==> config.mk <==
export PLATFORM = sky130hd
export DESIGN_NAME = arith_unit_seq
export DESIGN_NICKNAME = d
export VERILOG_FILES = /design/src/rtl/arith_unit_seq.sv
export SDC_FILE = /design/constraint.sdc
export NUM_CORES = 1
export LEC_CHECK = 0
export CAP_MARGIN = 30
export CORE_UTILIZATION = 54
export CTS_BUF_LIST = sky130_fd_sc_hd__clkbuf_16
export CTS_CLUSTER_DIAMETER = 40
export CTS_CLUSTER_SIZE = 25
export DETAILED_ROUTE_END_ITERATION = 7
export GPL_TIMING_DRIVEN = 1
export PLACE_DENSITY = 0.8
export SETUP_SLACK_MARGIN = 0.3
export SYNTH_ARGS = -nofsm -noshare
export SYNTH_HDL_FRONTEND = slang
export SYNTH_SLANG_ARGS = --single-unit
==> constraint.sdc <==
create_clock -name clk -period 5.4 [get_ports clk]
set_input_delay 1.62 -clock clk [delete_from_list [all_inputs] [get_ports clk]]
set_output_delay 1.62 -clock clk [all_outputs]
set_load 0.1 [all_outputs]
==> src/rtl/arith_unit_seq.sv <==
// arith_unit_seq: multi-cycle a+/-b over WIDTH bits, CHUNK bits per cycle through a ripple carry register,
// with unsigned/signed overflow detection and optional saturation behind valid/ready handshakes.
module arith_unit_seq #(
    parameter int WIDTH = 32,
    parameter int CHUNK = 8
) (
    input  logic             clk,
    input  logic             rst_n,
    input  logic             in_valid,
    output logic             in_ready,
    input  logic [WIDTH-1:0] a,
    input  logic [WIDTH-1:0] b,
    input  logic             fs,
    input  logic             sf,
    input  logic             sat,
    output logic             out_valid,
    input  logic             out_ready,
    output logic [WIDTH-1:0] out,
    output logic             of
);
    localparam int N  = WIDTH / CHUNK;
    localparam int KW = (N > 1) ? $clog2(N) : 1;
    localparam int MSB = WIDTH - 1;

    typedef enum logic [1:0] {IDLE, CALC, DONE} state_t;

    state_t           state_q, state_d;
    logic [WIDTH-1:0] a_q, a_d, b_q, b_d, r_q, r_d, out_q, out_d;
    logic             fs_q, fs_d, sf_q, sf_d, sat_q, sat_d, c_q, c_d, of_q, of_d;
    logic [KW-1:0]    k_q, k_d;
    logic [CHUNK:0]   sum;
    logic [WIDTH-1:0] raw, sat_val;
    logic             ovf;

    always_ff @(posedge clk or negedge rst_n) begin
        if (!rst_n) begin
            state_q <= IDLE;
            a_q     <= '0;
            b_q     <= '0;
            r_q     <= '0;
            out_q   <= '0;
            fs_q    <= 1'b0;
            sf_q    <= 1'b0;
            sat_q   <= 1'b0;
            c_q     <= 1'b0;
            of_q    <= 1'b0;
            k_q     <= '0;
        end else begin
            state_q <= state_d;
            a_q     <= a_d;
            b_q     <= b_d;
            r_q     <= r_d;
            out_q   <= out_d;
            fs_q    <= fs_d;
            sf_q    <= sf_d;
            sat_q   <= sat_d;
            c_q     <= c_d;
            of_q    <= of_d;
            k_q     <= k_d;
        end
    end

    // b_q holds b' (already inverted for subtract), so the signed rule compares against it directly
    always_comb begin
        state_d = state_q;
        a_d     = a_q;
        b_d     = b_q;
        r_d     = r_q;
        out_d   = out_q;
        fs_d    = fs_q;
        sf_d    = sf_q;
        sat_d   = sat_q;
        c_d     = c_q;
        of_d    = of_q;
        k_d     = k_q;
        sum     = {1'b0, a_q[k_q*CHUNK +: CHUNK]} + {1'b0, b_q[k_q*CHUNK +: CHUNK]} + {{CHUNK{1'b0}}, c_q};
        raw     = r_q;
        raw[k_q*CHUNK +: CHUNK] = sum[CHUNK-1:0];
        ovf     = sf_q ? ((a_q[MSB] == b_q[MSB]) & (raw[MSB] != a_q[MSB])) : (fs_q ^ sum[CHUNK]);
        sat_val = sf_q ? {a_q[MSB], {(WIDTH-1){~a_q[MSB]}}} : {WIDTH{~fs_q}};
        case (state_q)
            IDLE: begin
                if (in_valid) begin
                    a_d     = a;
                    b_d     = fs ? ~b : b;
                    fs_d    = fs;
                    sf_d    = sf;
                    sat_d   = sat;
                    c_d     = fs;
                    k_d     = '0;
                    state_d = CALC;
                end
            end
            CALC: begin
                r_d = raw;
                c_d = sum[CHUNK];
                k_d = k_q + 1'b1;
                if (k_q == KW'(N - 1)) begin
                    of_d    = ovf;
                    out_d   = (sat_q & ovf) ? sat_val : raw;
                    state_d = DONE;
                end
            end
            DONE: state_d = out_ready ? IDLE : DONE;
            default: state_d = IDLE;
        endcase
    end

    assign in_ready  = (state_q == IDLE);
    assign out_valid = (state_q == DONE);
    assign out       = out_q;
    assign of        = of_q;
endmodule

## Word level (Yosys, flattened, before mapping)

Cells that the tools add are included.
Widths: inputs -> output; s select.

- Add/sub/neg operators: 4
- Equal/unequal tests: 7
- Shift operators: 4
- Muxes and demuxes: 13
- Bitwise logic cells: 6
- Reduce and logical (&&, ||, !) cells: 6

Operator list:

| cell | count |
|---|---|
| $mux 32 | 3 |
| $shiftx 32x6->8 | 2 |
| $neg 5->34 | 1 |
| $shift 8x34->32 const A | 1 |
| $shiftx 8x34->32 | 1 |
| $bwmux 32 | 1 |
| $not 32->32 | 1 |
| $add 8x8->9 | 1 |
| $add 9x1->9 | 1 |
| $mux 2 | 4 |
| $reduce_and 2->1 | 4 |
| $pmux 2 s3 | 1 |
| $eq 2x2->1 const B | 2 |
| $ne 2x2->1 const B | 2 |
| $pmux 2 s2 | 1 |
| $add 2x1->2 const B | 1 |
| $and 1x1->1 | 2 |
| $eq 2x1->1 const B | 1 |
| $logic_not 2->1 | 1 |
| $mux 1 | 2 |
| $not 1->1 | 2 |
| $pmux 1 s2 | 1 |
| $reduce_bool 2->1 | 1 |
| $eq 1x1->1 | 1 |
| other kinds (2) | 2 |

- Register bits: 137
- Bits of input ports: 71
- Logic and storage cells: 51

## Depth between registers and ports, before layout

- Depth in word-level cells: 10
- Gate-level depth with buffers: 15

## Worst setup path after synthesis

OpenSTA, ideal clock, no wires.

- Path kind: register to register
- From: register k_q[0]
- To: register out_q[21], in the netlist out[21]
- Library setup time: 121 ps
- Arrival time: 3683 ps
- Required time: 5279 ps
- Path slack: 1596 ps
- Cell stages (with the launch flop): 14
- Buffers on the path: 4
- Clock period less this slack: 3804 ps
- Cells stage by stage: dfrtp_1 -> buf_1 -> buf_2 -> mux4_2 -> ha_1 -> and3_1 -> a221oi_2 -> a21oi_2 -> xor2_1 -> o21a_1 -> buf_2 -> buf_2 -> a21oi_1 -> o22a_1

- Cells in the longest elaborated chain, start to end: 10
- Elaborated cells between the ends (all ways): 16
- Those cells by class: 3 x add/sub; 2 x eq/ne; 4 x shift; 3 x mux; 3 x bitwise; 1 x reduce/logical

Ends and longest elaborated chain:

| item | RTL line | RTL |
|---|---|---|
| from (decl) | 30 | `logic [KW-1:0] k_q, k_d;` |
| from (signal assigned) | 59 | `k_q <= k_d;` |
| $shiftx 32x6->8 | 76 | `sum = {1'b0, a_q[k_q*CHUNK +: CHUNK]} + {1'b0, b_q[k_q*CHUNK +: CHUNK]} + {{CHUNK{1'b0}}, c_q};` |
| $add 8x8->9 | 76 |  |
| $add 9x1->9 | 76 |  |
| $shiftx 8x34->32 | 78 | `raw[k_q*CHUNK +: CHUNK] = sum[CHUNK-1:0];` |
| $bwmux 32 | 78 |  |
| $ne 1x1->1 | 79 | `ovf = sf_q ? ((a_q[MSB] == b_q[MSB]) & (raw[MSB] != a_q[MSB])) : (fs_q ^ sum[CHUNK]);` |
| $and 1x1->1 | 79 |  |
| $mux 1 | 79 |  |
| $and 1x1->1 | 100 | `out_d = (sat_q & ovf) ? sat_val : raw;` |
| $mux 32 | 100 |  |
| to (signal assigned) | 53 | `out_q <= out_d;` |
| to (decl) | 28 | `logic [WIDTH-1:0] a_q, a_d, b_q, b_d, r_q, r_d, out_q, out_d;` |

Several ways; a longest one is shown, not always the timed one.
A chain may end at the register's enable or synchronous reset.

## Final worst setup path

- From: register k_q[0]
- To: register out_q[25], in the netlist out[25]

Same word-level chain as after synthesis.

==> impl_metrics.csv <==
group,metric,value,unit
outcome,status,"finished clean",
critical_path,crit_cells,11,
sta,grt_setup_unrepaired,"false",
cells_and_area,post_layout_nonfiller_instances,959,
cells_and_area,areaGrowthSynthToFinish,24.8,%
critical_path,crit_chain,"buf_4, mux4_2, ha_1, o211ai_1, a21o_1, a41o_1, o21a_2, o211ai_1, buf_4, a21oi_1, o22a_1",
critical_path,rr_startpoint,"k_q[0]",
critical_path,critical_path_slowest_stage_cell,"sky130_fd_sc_hd__dfrtp_1",
cells_and_area,final_common_cell,"sky130_fd_sc_hd__nand2_1",
sta,relSlewSlack,0.334,
logic_synthesis,avgSynthCellArea,9.78,um^2
critical_path,critical_path.endpoint_type,"register",
logic_synthesis,yosys.cell_types.count,44,
global_routing,grt_pass1_vias,5271,
die,boundaryPins,106,
route,initialDrtViolationCount,383,
sta,fin_crit,4.29,ns
critical_path,worst_setup_path_endpoint,"out[25]",
critical_path,worstPathMaxFanout,24,
clock_network,clock_tree.root_cell,"sky130_fd_sc_hd__clkbuf_16",
global_routing,grt_first_pass_wirelength,25.6,mm
logic_synthesis,register_area_share_after_synthesis,0.508,
place,detailedPlace.worstSlack,1.12,ns
logic_synthesis,post-synth-top-area-fraction,0.508,
clock_network,post_cts_gate_resize_count,0,
global_routing,globalRouteOverflowTotal,0,
sta,layout_worst_path_cycle_share,0.795,
logic_synthesis,post_synth_inst_count,690,
sta,worstMarginPinSlew,0.995,ns
critical_path,cp_top_delay_family,"compound AO/OA/AOI/OAI gates",
critical_path,critical_path.max_stage_delay,0.84,ns
cells_and_area,final_nets,865,
logic_synthesis,async_flop_share,1.00,
die,die-height,114,um
cells_and_area,final_cell_mix,"sky130_fd_sc_hd__nand2_1, sky130_fd_sc_hd__dfrtp_1, sky130_fd_sc_hd__clkdlybuf4s50_1",
logic_synthesis,mappedNetlistArea,0.00675,mm^2
place,placed_cells,928,
critical_path,reg_to_reg_slack_setup,1.11,ns
clock_network,number_of_buffers_inserted_to_repair_setup_after_cts,0,
logic_synthesis,syn-num-nets,776,
sta,clock-skew-final,0.00909,ns
route,avgViaCountPerCell,5.52,
logic_synthesis,synth.top_cells.by_area,"sky130_fd_sc_hd__dfrtp_1, sky130_fd_sc_hd__nand2_1, sky130_fd_sc_hd__o21ai_0",
route,detail-route-antenna-nets,0,
critical_path,worstReg2RegEnd,"out[25]",
cells_and_area,antenna-diode-count,0,
clock_network,insertion_delay,0.42,ns
sta,maxSlewViolCount,0,
logic_synthesis,synth_top_flop_cell,"sky130_fd_sc_hd__dfrtp_1",
route,dr.pass1.iters,6,
worst_hold_path,hold_depth,2,
die,design.core.area,0.0121,mm^2
global_routing,largest_net_degree_at_the_start_of_global_routing,79,
place,port_buffers,105,
critical_path,crit_type,"reg2reg",
global_routing,grt_antenna_before_repair,0,
critical_path,critPathRequiredTime,5.71,ns
route,totalWireLength,15.4,mm
route,vias,5292,
clock_network,cts_tree,"built",
clock_network,cts.path.max_buffers,2,
critical_path,timing.critical_path.buf_inv,2,
cells_and_area,fill_cells,907,
place,routabilityCongestion,0.859,
die,dieWidth,114,um
sta,timing.final.hold_violations,0,
die,initial_utilization,0.557,
clock_network,numClockSinks,137,
critical_path,startpoint_type,"register",
critical_path,crit_path_start,"k_q[0]",
critical_path,critical_path_at,4.60,ns
worst_hold_path,timing.hold.worst.class,"reg2reg",
clock_network,cts_buffers,17,
route,wl_per_cell,16.1,um
sta,tns,0,ns
clock_network,clk_transition_reported_paths,0.06,ns
sta,finalSetupViolations,0,
sta,timing.fmax,233,MHz
route,route.detailed.drc,0,
logic_synthesis,number_of_enable_type_register_cells_in_the_synthesized_netlist,0,
die,total_die_area,0.0129,mm^2
logic_synthesis,yosysWarningCount,0,
sta,fin_ws,1.11,ns
cells_and_area,post_route_cells_drive_above_1_share,0.0771,
die,floorplan.rows,40,
logic_synthesis,yosys.area.top_type,"sky130_fd_sc_hd__dfrtp_1",
clock_network,ctsHoldBuffers,0,
clock_network,cts-htree-levels,4,
cells_and_area,final_core_util,0.695,
place,place_hpwl,10.8,mm
run,max_capacitance_violation_count,0,
logic_synthesis,postSynthRegisterBits,137,
critical_path,rr_worst_depth,11,
global_routing,globalRouteTotalUtil,0.259,
[layer usage]
metal	GRT usage	vias up	routed length (um)
met1	0.335	2560	6700
li1	-	2529	-
met3	0.0600	36	813
met4	0.0970	0	400
met5	0	-	0
met2	0.428	167	7510
[sequential cells by signal (all words and copies together), names as in the netlist]
name     flops
out         32
a_q         32
c_q          1
k_q          2
of           1
state_q      2
sf_q         1
b_q         32
sat_q        1
r_q         32
fs_q         1
[layout make-up]
cell class	count	area, um^2	area share
tap	168	210	0.0250
clock buffer	17	425	0.0505
sequential	137	3430	0.407
inverter	11	41.3	0.00490
clock inverter	14	93.8	0.0111
multi-input combinational	496	3090	0.366
timing repair buffer	116	1140	0.135
[through the flow]
step                      instance area, um^2  hold slack [ns]
after detailed placement                 7900            0.458
final                                    8420            0.473
after CTS                                8420            0.472
after floorplan                          6750            0.440
after global routing                     8420            0.491
after global placement                   7900            0.456
[how the worst min path moves through the flow]
stage                     startpoint       to  slack, ns
final                        a_q[23]  a_q[23]       0.47
after global routing         a_q[23]  a_q[23]       0.49
after CTS                    a_q[23]  a_q[23]       0.47
after detailed placement     a_q[23]  a_q[23]       0.46
after global placement       r_q[22]  r_q[22]       0.46
after floorplan              a_q[16]  a_q[16]       0.44
[cell usage after synthesis, types with 2 or more instances]
cell and instances:
sky130_fd_sc_hd__nor2_1 10, sky130_fd_sc_hd__xnor2_1 35, sky130_fd_sc_hd__a21o_1 3, sky130_fd_sc_hd__o22a_1 29, sky130_fd_sc_hd__buf_6 2, sky130_fd_sc_hd__nor4bb_1 2, sky130_fd_sc_hd__nand2b_1 4, sky130_fd_sc_hd__o21a_1 2
sky130_fd_sc_hd__o21ai_0 75, sky130_fd_sc_hd__xor2_1 3, sky130_fd_sc_hd__dfrtp_1 137, sky130_fd_sc_hd__clkbuf_1 35, sky130_fd_sc_hd__a31oi_1 2, sky130_fd_sc_hd__fa_1 2, sky130_fd_sc_hd__ha_1 13, sky130_fd_sc_hd__o2bb2ai_1 2
sky130_fd_sc_hd__nor2b_1 32, sky130_fd_sc_hd__a21oi_1 65, sky130_fd_sc_hd__buf_1 2, sky130_fd_sc_hd__a22o_1 2, sky130_fd_sc_hd__nand2_1 177, sky130_fd_sc_hd__mux4_2 16, sky130_fd_sc_hd__o211ai_1 3, sky130_fd_sc_hd__buf_2 7
sky130_fd_sc_hd__inv_1 11
[kinds of logic after synthesis]
family | after synthesis | share of synthesized area
muxes | 16 | 0.0534
DFF | 137 | 0.508
xor gates and xnor gates | 38 | 0.0493
and+or+nand+nor | 233 | 0.151
AOI/OAI and AO/OA | 194 | 0.173
buffers and inverters | 57 | 0.0352
adders and majority gates | 15 | 0.0300
[worst min-delay path: cells and delay by family, from the launching register on]
family / cells / cell delay, ns
DFF: 1 / 0.34
and+or+nand+nor: 2 / 0.10
Power is left out: the tool's default activity adds up to more than one toggle a clock period on the data nets, which glitch-free logic cannot reach.
